### config.mk
export PLATFORM = sky130hd
export DESIGN_NAME = qk_sched_flat
export DESIGN_NICKNAME = d
export VERILOG_FILES = /design/src/rtl/qk_sched_if.sv /design/src/rtl/qk_sched.sv /design/src/flat_wrapper.sv
export SDC_FILE = /design/constraint.sdc
export NUM_CORES = 1
export LEC_CHECK = 0
export CORE_MARGIN = 8
export CORE_UTILIZATION = 32
export CTS_CLUSTER_SIZE = 10
export DETAILED_ROUTE_END_ITERATION = 16
export PLACE_DENSITY = 0.53
export SYNTH_ARGS = -nofsm -noshare
export SYNTH_HDL_FRONTEND = slang
export SYNTH_SLANG_ARGS = --single-unit
### constraint.sdc
create_clock -name clk -period 2.5 [get_ports clk]
set_clock_uncertainty 0.1 [all_clocks]
set_input_delay 0.375 -clock clk [delete_from_list [all_inputs] [get_ports clk]]
set_output_delay 0.375 -clock clk [all_outputs]
set_load 0.02 [all_outputs]
### src/rtl/qk_sched_if.sv
// Request/grant and score-engine handshake bundle for qk_sched.
// master = scheduler side, slave = requesters plus engine.
interface qk_sched_if #(
    parameter int unsigned NREQ  = 4,
    parameter int unsigned MAX_Q = 8,
    parameter int unsigned QW    = $clog2(MAX_Q) + 1
);
    localparam int unsigned IW = $clog2(NREQ);

    logic [NREQ-1:0]    req;
    logic [NREQ*QW-1:0] req_nq;
    logic [NREQ-1:0]    grant;
    logic [IW-1:0]      grant_idx;
    logic [QW-1:0]      q_idx;
    logic               eng_start;
    logic               eng_done;
    logic               row_done;
    logic [NREQ-1:0]    ack;
    logic               busy;
    logic               err;

    modport master (
        input  req, req_nq, eng_done,
        output grant, grant_idx, q_idx, eng_start, row_done, ack, busy, err
    );

    modport slave (
        output req, req_nq, eng_done,
        input  grant, grant_idx, q_idx, eng_start, row_done, ack, busy, err
    );
endinterface

### src/rtl/qk_sched.sv
// Round-robin scheduler sharing one QK score engine across NREQ requesters, row by row.
// Optional WAIT watchdog enabled by defining QK_SCHED_WDOG_EN.
module qk_sched #(
    parameter int unsigned NREQ        = 4,
    parameter int unsigned MAX_Q       = 8,
    parameter int unsigned QW          = $clog2(MAX_Q) + 1,
    parameter int unsigned WDOG_CYCLES = 256
) (
    input logic        clk,
    input logic        rst_n,
    qk_sched_if.master bus
);
    localparam int unsigned IW = $clog2(NREQ);

    if (NREQ < 2) begin : g_bad_nreq
        $error("qk_sched: NREQ must be at least 2");
    end
    if (WDOG_CYCLES < 2) begin : g_bad_wdog
        $error("qk_sched: WDOG_CYCLES must be at least 2");
    end

    typedef enum logic [1:0] {StIdle, StIssue, StWait, StAck} state_e;

    state_e          state_q;
    logic [NREQ-1:0] grant_q, ack_q;
    logic [IW-1:0]   grant_idx_q, last_q;
    logic [QW-1:0]   q_idx_q, nq_q;
    logic            eng_start_q, row_done_q, busy_q;

    logic            pick_vld;
    logic [IW-1:0]   pick_idx;
    logic [QW-1:0]   raw_nq, pick_nq;

    // First pending requester after the last one served, wrapping.
    always_comb begin
        int unsigned cand;
        pick_vld = 1'b0;
        pick_idx = '0;
        cand     = 0;
        for (int unsigned i = 1; i <= NREQ; i++) begin
            cand = 32'(last_q) + i;
            if (cand >= NREQ) cand = cand - NREQ;
            if (!pick_vld && bus.req[IW'(cand)]) begin
                pick_vld = 1'b1;
                pick_idx = IW'(cand);
            end
        end
        raw_nq  = bus.req_nq[pick_idx*QW +: QW];
        pick_nq = (raw_nq > QW'(MAX_Q)) ? QW'(MAX_Q) : raw_nq;
    end

`ifdef QK_SCHED_WDOG_EN
    localparam int unsigned WW = $clog2(WDOG_CYCLES + 1);
    logic [WW-1:0] wdog_q;
    logic          err_q;
`endif

    always_ff @(posedge clk or negedge rst_n) begin
        if (!rst_n) begin
            state_q     <= StIdle;
            grant_q     <= '0;
            grant_idx_q <= '0;
            last_q      <= IW'(NREQ - 1);
            q_idx_q     <= '0;
            nq_q        <= '0;
            eng_start_q <= 1'b0;
            row_done_q  <= 1'b0;
            ack_q       <= '0;
            busy_q      <= 1'b0;
`ifdef QK_SCHED_WDOG_EN
            wdog_q      <= '0;
            err_q       <= 1'b0;
`endif
        end else begin
            eng_start_q <= 1'b0;
            row_done_q  <= 1'b0;
            ack_q       <= '0;
            unique case (state_q)
                StIdle: begin
                    if (pick_vld) begin
                        grant_q     <= NREQ'(1) << pick_idx;
                        grant_idx_q <= pick_idx;
                        nq_q        <= pick_nq;
                        q_idx_q     <= '0;
                        busy_q      <= 1'b1;
                        // Empty burst skips the engine entirely.
                        if (pick_nq == '0) begin
                            ack_q   <= NREQ'(1) << pick_idx;
                            state_q <= StAck;
                        end else begin
                            eng_start_q <= 1'b1;
                            state_q     <= StIssue;
                        end
                    end
                end
                StIssue: begin
`ifdef QK_SCHED_WDOG_EN
                    wdog_q  <= '0;
`endif
                    state_q <= StWait;
                end
                StWait: begin
                    // row_done_q marks the turnaround cycle after eng_done.
                    if (row_done_q) begin
                        if (q_idx_q < nq_q - 1'b1) begin
                            q_idx_q     <= q_idx_q + 1'b1;
                            eng_start_q <= 1'b1;
                            state_q     <= StIssue;
                        end else begin
                            ack_q   <= grant_q;
                            state_q <= StAck;
                        end
                    end else if (bus.eng_done) begin
                        row_done_q <= 1'b1;
`ifdef QK_SCHED_WDOG_EN
                    end else if (wdog_q == WW'(WDOG_CYCLES - 1)) begin
                        err_q   <= 1'b1;
                        ack_q   <= grant_q;
                        state_q <= StAck;
                    end else begin
                        wdog_q <= wdog_q + 1'b1;
`endif
                    end
                end
                StAck: begin
                    grant_q <= '0;
                    busy_q  <= 1'b0;
                    last_q  <= grant_idx_q;
                    state_q <= StIdle;
                end
                default: state_q <= StIdle;
            endcase
        end
    end

    assign bus.grant     = grant_q;
    assign bus.grant_idx = grant_idx_q;
    assign bus.q_idx     = q_idx_q;
    assign bus.eng_start = eng_start_q;
    assign bus.row_done  = row_done_q;
    assign bus.ack       = ack_q;
    assign bus.busy      = busy_q;
`ifdef QK_SCHED_WDOG_EN
    assign bus.err       = err_q;
`else
    assign bus.err       = 1'b0;
`endif
endmodule

### src/flat_wrapper.sv
// flat-port wrapper written by rule: the top's interface ports become plain ports
module qk_sched_flat 
#(
    parameter int unsigned NREQ        = 4,
    parameter int unsigned MAX_Q       = 8,
    parameter int unsigned QW          = $clog2(MAX_Q) + 1,
    parameter int unsigned WDOG_CYCLES = 256
)
  (clk, rst_n, bus_req, bus_req_nq, bus_eng_done, bus_grant, bus_grant_idx, bus_q_idx, bus_eng_start, bus_row_done, bus_ack, bus_busy, bus_err);
  qk_sched_if #(.NREQ(NREQ), .MAX_Q(MAX_Q), .QW(QW)) bus_i ();
  input logic clk;
  input logic rst_n;
  input wire logic [$bits(bus_i.req)-1:0] bus_req;
  input wire logic [$bits(bus_i.req_nq)-1:0] bus_req_nq;
  input wire logic [$bits(bus_i.eng_done)-1:0] bus_eng_done;
  output wire logic [$bits(bus_i.grant)-1:0] bus_grant;
  output wire logic [$bits(bus_i.grant_idx)-1:0] bus_grant_idx;
  output wire logic [$bits(bus_i.q_idx)-1:0] bus_q_idx;
  output wire logic [$bits(bus_i.eng_start)-1:0] bus_eng_start;
  output wire logic [$bits(bus_i.row_done)-1:0] bus_row_done;
  output wire logic [$bits(bus_i.ack)-1:0] bus_ack;
  output wire logic [$bits(bus_i.busy)-1:0] bus_busy;
  output wire logic [$bits(bus_i.err)-1:0] bus_err;
  assign bus_i.req = bus_req;
  assign bus_i.req_nq = bus_req_nq;
  assign bus_i.eng_done = bus_eng_done;
  assign bus_grant = bus_i.grant;
  assign bus_grant_idx = bus_i.grant_idx;
  assign bus_q_idx = bus_i.q_idx;
  assign bus_eng_start = bus_i.eng_start;
  assign bus_row_done = bus_i.row_done;
  assign bus_ack = bus_i.ack;
  assign bus_busy = bus_i.busy;
  assign bus_err = bus_i.err;
  qk_sched #(.NREQ(NREQ), .MAX_Q(MAX_Q), .QW(QW), .WDOG_CYCLES(WDOG_CYCLES)) u_core (.clk(clk), .rst_n(rst_n), .bus(bus_i));
endmodule
==> key figures <==
Route
  – Vias per cell: between 5 and 6
  – Initial DRT Pass Iterations: 4
  – Detailed router's first-iteration violation count: 41
  – Remaining routing DRC violations: 0
  – Average wire per cell in the routed design: around 16 um
  – Drt total wl: about 3900 um
  – Number of nets with antenna violations after routing: 0
  – Via count: between 1000 and 1500

Worst setup path
  – Number of buffers and inverters on the critical path: 1
  – Largest incremental delay on the critical path: approximately 0.40 ns
  – Startpoint-to-endpoint class of the critical path: flip-flop to flip-flop
  – Max FO, Critical Path: 5
  – Crit path arrival time: 2.44 ns
  – Max stage delay cell, worst path: sky130_fd_sc_hd__dfrtp_1
  – Cells along the critical path: inv_1 -> ha_1 -> ha_1 -> o21ai_1 -> a21oi_1 -> a211oi_4 -> nand3_1 -> or3_1 -> a21oi_1
  – Critical path capture point type: flip-flop
  – Startpoint kind of the worst setup timing path: flip-flop
  – Category of cells accounting for the largest share of critical-path delay: compound AO/OA/AOI/OAI gates
  – Required time of the critical path: 2.60 ns

Yosys
  – Most numerous cell in the Yosys netlist: sky130_fd_sc_hd__dfrtp_1
  – Number of nets produced by synthesis: roughly 180
  – Number of enable-type register cells in the synthesized netlist: 0
  – Synth warnings: 0
  – Largest cells by area after synthesis: sky130_fd_sc_hd__dfrtp_1, sky130_fd_sc_hd__mux2i_1, sky130_fd_sc_hd__mux2_2, sky130_fd_sc_hd__ha_1, sky130_fd_sc_hd__dfstp_2
  – Dominant synthesized flop cell: sky130_fd_sc_hd__dfrtp_1
  – Portion of synthesized cell area occupied by the leading cell type: 0.3885
  – Part of the Yosys area used for sequential elements: 0.4240
  – Post-synthesis async set-or-reset flop share: 1.000
  – Unique cell type count in the Yosys netlist: 45
  – Post-synthesis cell count: 147
  – Top cells by instance count after synthesis: sky130_fd_sc_hd__dfrtp_1, sky130_fd_sc_hd__nand2_1, sky130_fd_sc_hd__nor2_1
  – Post-synthesis area per instance: about 10 um2
  – Cell area after synthesis: about 1500 um2
  – Number of register bits inferred by synthesis: 25
  – Library cell occupying the most area in the post-synthesis netlist: sky130_fd_sc_hd__dfrtp_1

CTS
  – Maximum count of clock buffers along a single path: 2
  – CTS Sinks: 25
  – Clock latency at the later pin of the worst-skew pair: 0.26 ns
  – CTS H-tree depth: 1
  – Post-cts hold buffer count: 0
  – TritonCTS Buffers: 3
  – CTS tree: yes
  – CTS Root Buffer Type: sky130_fd_sc_hd__clkbuf_8
  – Clock slew at reported path FFs: approximately 0.08 ns

Timing
  – Final Hold Vio Count: 0
  – Final clock period utilization by the worst path: 0.9383
  – Slew Viols, Final: 0
  – Final Hold Slack: about 0.36 ns
  – Setup repair after global routing missed its margin: no
  – Final setup TNS: 0 ns
  – Time the worst path needs with I/O delays and setup: 2.346 ns
  – Final setup violation count: 0
  – Minimum setup slack in the final design: between 0.15 and 0.2 ns
  – Achievable frequency: around 430 MHz

Layout
  – Register area: between 600 and 700 um2
  – Fraction of layout cells with a size suffix above 1: 0.1495
  – NumNets Final: about 220
  – Fill cell total of the finished layout: approximately 440
  – Area of the multi-input gates: 800.8 um2
  – Area growth syn-to-layout: 36.32%
  – Ant. Diodes: 0

GRT
  – Total congestion overflow after global routing: 0
  – Number of antenna violations at the first check in global routing: 0
  – Vias in the first global route: roughly 1300
  – Overall Global Routing Usage: 0.1110
  – Largest net degree at the start of global routing: 26
  – First-pass GRT wire length: between 6000 and 7000 um

Run status
  – Outcome: finished clean

Floorplan
  – Die footprint: 7063 um2
  – Initial core utilization: 0.3356
  – Vertical die dimension: between 80 and 90 um
  – Top-level I/O count: 41
  – Cell row count: 24
  – Area of the core: between 4000 and 5000 um2
  – Horiz. Die Dim: between 80 and 90 um

Place
  – Global placer's final weighted congestion: 0.7754
  – Worst setup slack before clock tree synthesis: a little over 0.07 ns
  – # port buffers: 39
  – Placed wire-length estimate: ~3200 um

Hold path
  – Hold WC Path Type: input pin to asynchronous set/reset pin

Pwr
  – Power per unit of standard cell area: just over 1000 nW/um2
  – IR Drop Worst-Case VDD: between 0.0006 and 0.0007 V
  – Leak pwr: between 0.8 and 0.9 nW

Flow run
  – Max Cap Violations: 0
cells by family after synthesis:
group           Yosys count  synth area share
compound gates           37            0.1985
buf+inv                  11           0.03884
other cells               1          0.002531
fa+ha+maj                 5           0.04223
simple gates             51            0.1765
mux                      14           0.09966
flops                    25            0.4240
xor+xnor                  3           0.01774
state kept, by name, summed over array words and instances, names as in the netlist:
register and cells:
u_core.bus.ack 4, u_core.bus.row_done 1, u_core.bus.eng_start 1, u_core.bus.q_idx 4, u_core.state_q 2, u_core.bus.busy 1, u_core.bus.grant_idx 2, u_core.bus.grant 4
u_core.nq_q 4, u_core.last_q 2
final cells by class:
class	instances	share of cell area
flip-flops and latches	25	0.3110
well taps	52	0.03222
clock buffers	4	0.02230
multi-input cells	111	0.3965
inverters	6	0.01115
repair buffers	48	0.2268
worst paths after layout:
path | startpoint | to | slack (ns) | depth (start not counted)
max in group asynchronous | rst_n | u_core.last_q[0] | 1.64 | 2
hold / removal | rst_n | u_core.nq_q[1] | 0.36 | 2
min in group clk | u_core.bus.grant_idx[1] | u_core.bus.grant_idx[1] | 0.43 | 1
setup / recovery | u_core.nq_q[0] | u_core.bus.q_idx[3] | 0.15 | 9
hold reg to reg | u_core.bus.grant_idx[1] | u_core.bus.grant_idx[1] | 0.43 | 1
setup reg to reg | u_core.nq_q[0] | u_core.bus.q_idx[3] | 0.15 | 9
per-stage QoR:
| stage | instance area [um2] | cells | util | power (mW) |
|---|---|---|---|---|
| detailed placement | 1969 | 242 | 0.4461 | 1.845 |
| finish | 2019 | 246 | 0.4575 | 2.062 |
| CTS | 2014 | 246 | 0.4563 | 2.090 |
| global route | 2019 | 246 | 0.4575 | 2.225 |
| global placement | 1969 | 242 | 0.4461 | 1.824 |
| floorplan | 1481 | 147 | - | 1.424 |
power by group:
group          internal [mW]  switching (mW)  total (mW)
Sequential             0.553           0.168       0.721
Clock                  0.114           0.123       0.237
Combinational          0.534           0.571        1.11
Total                   1.20           0.862        2.06
per-layer routing:
metal | GRT usage | wire length, um
met1 | 0.1361 | 1746
met2 | 0.1894 | 2015
met3 | 0.03320 | 155
met4 | 0.01413 | 17
met5 | 0 | 0
what timing repair did:
action | in CTS | in global routing
gates resized for setup | 0 | 1
setup buffers | 0 | 0
endpoints found under the setup margin | 0 | 1
layout by cell type (no fill, tap or decap), drive strengths merged, types with 2 or more instances in the layout:
cell and n:
clkbuf 4, dfstp 2, a32o 4, ha 5
a211oi 2, xnor2 2, nand2b 6, nand3 6
nor3 5, buf 9, nor2 10, o21ai 12
nand2 13, a22oi 2, mux2i 8, inv 6
o211ai 2, dfrtp 23, o221ai 3, clkdlybuf4s50 39
and2 2, a21oi 5, mux2 6, nor4 5
(Power assumes the default switching activity.)
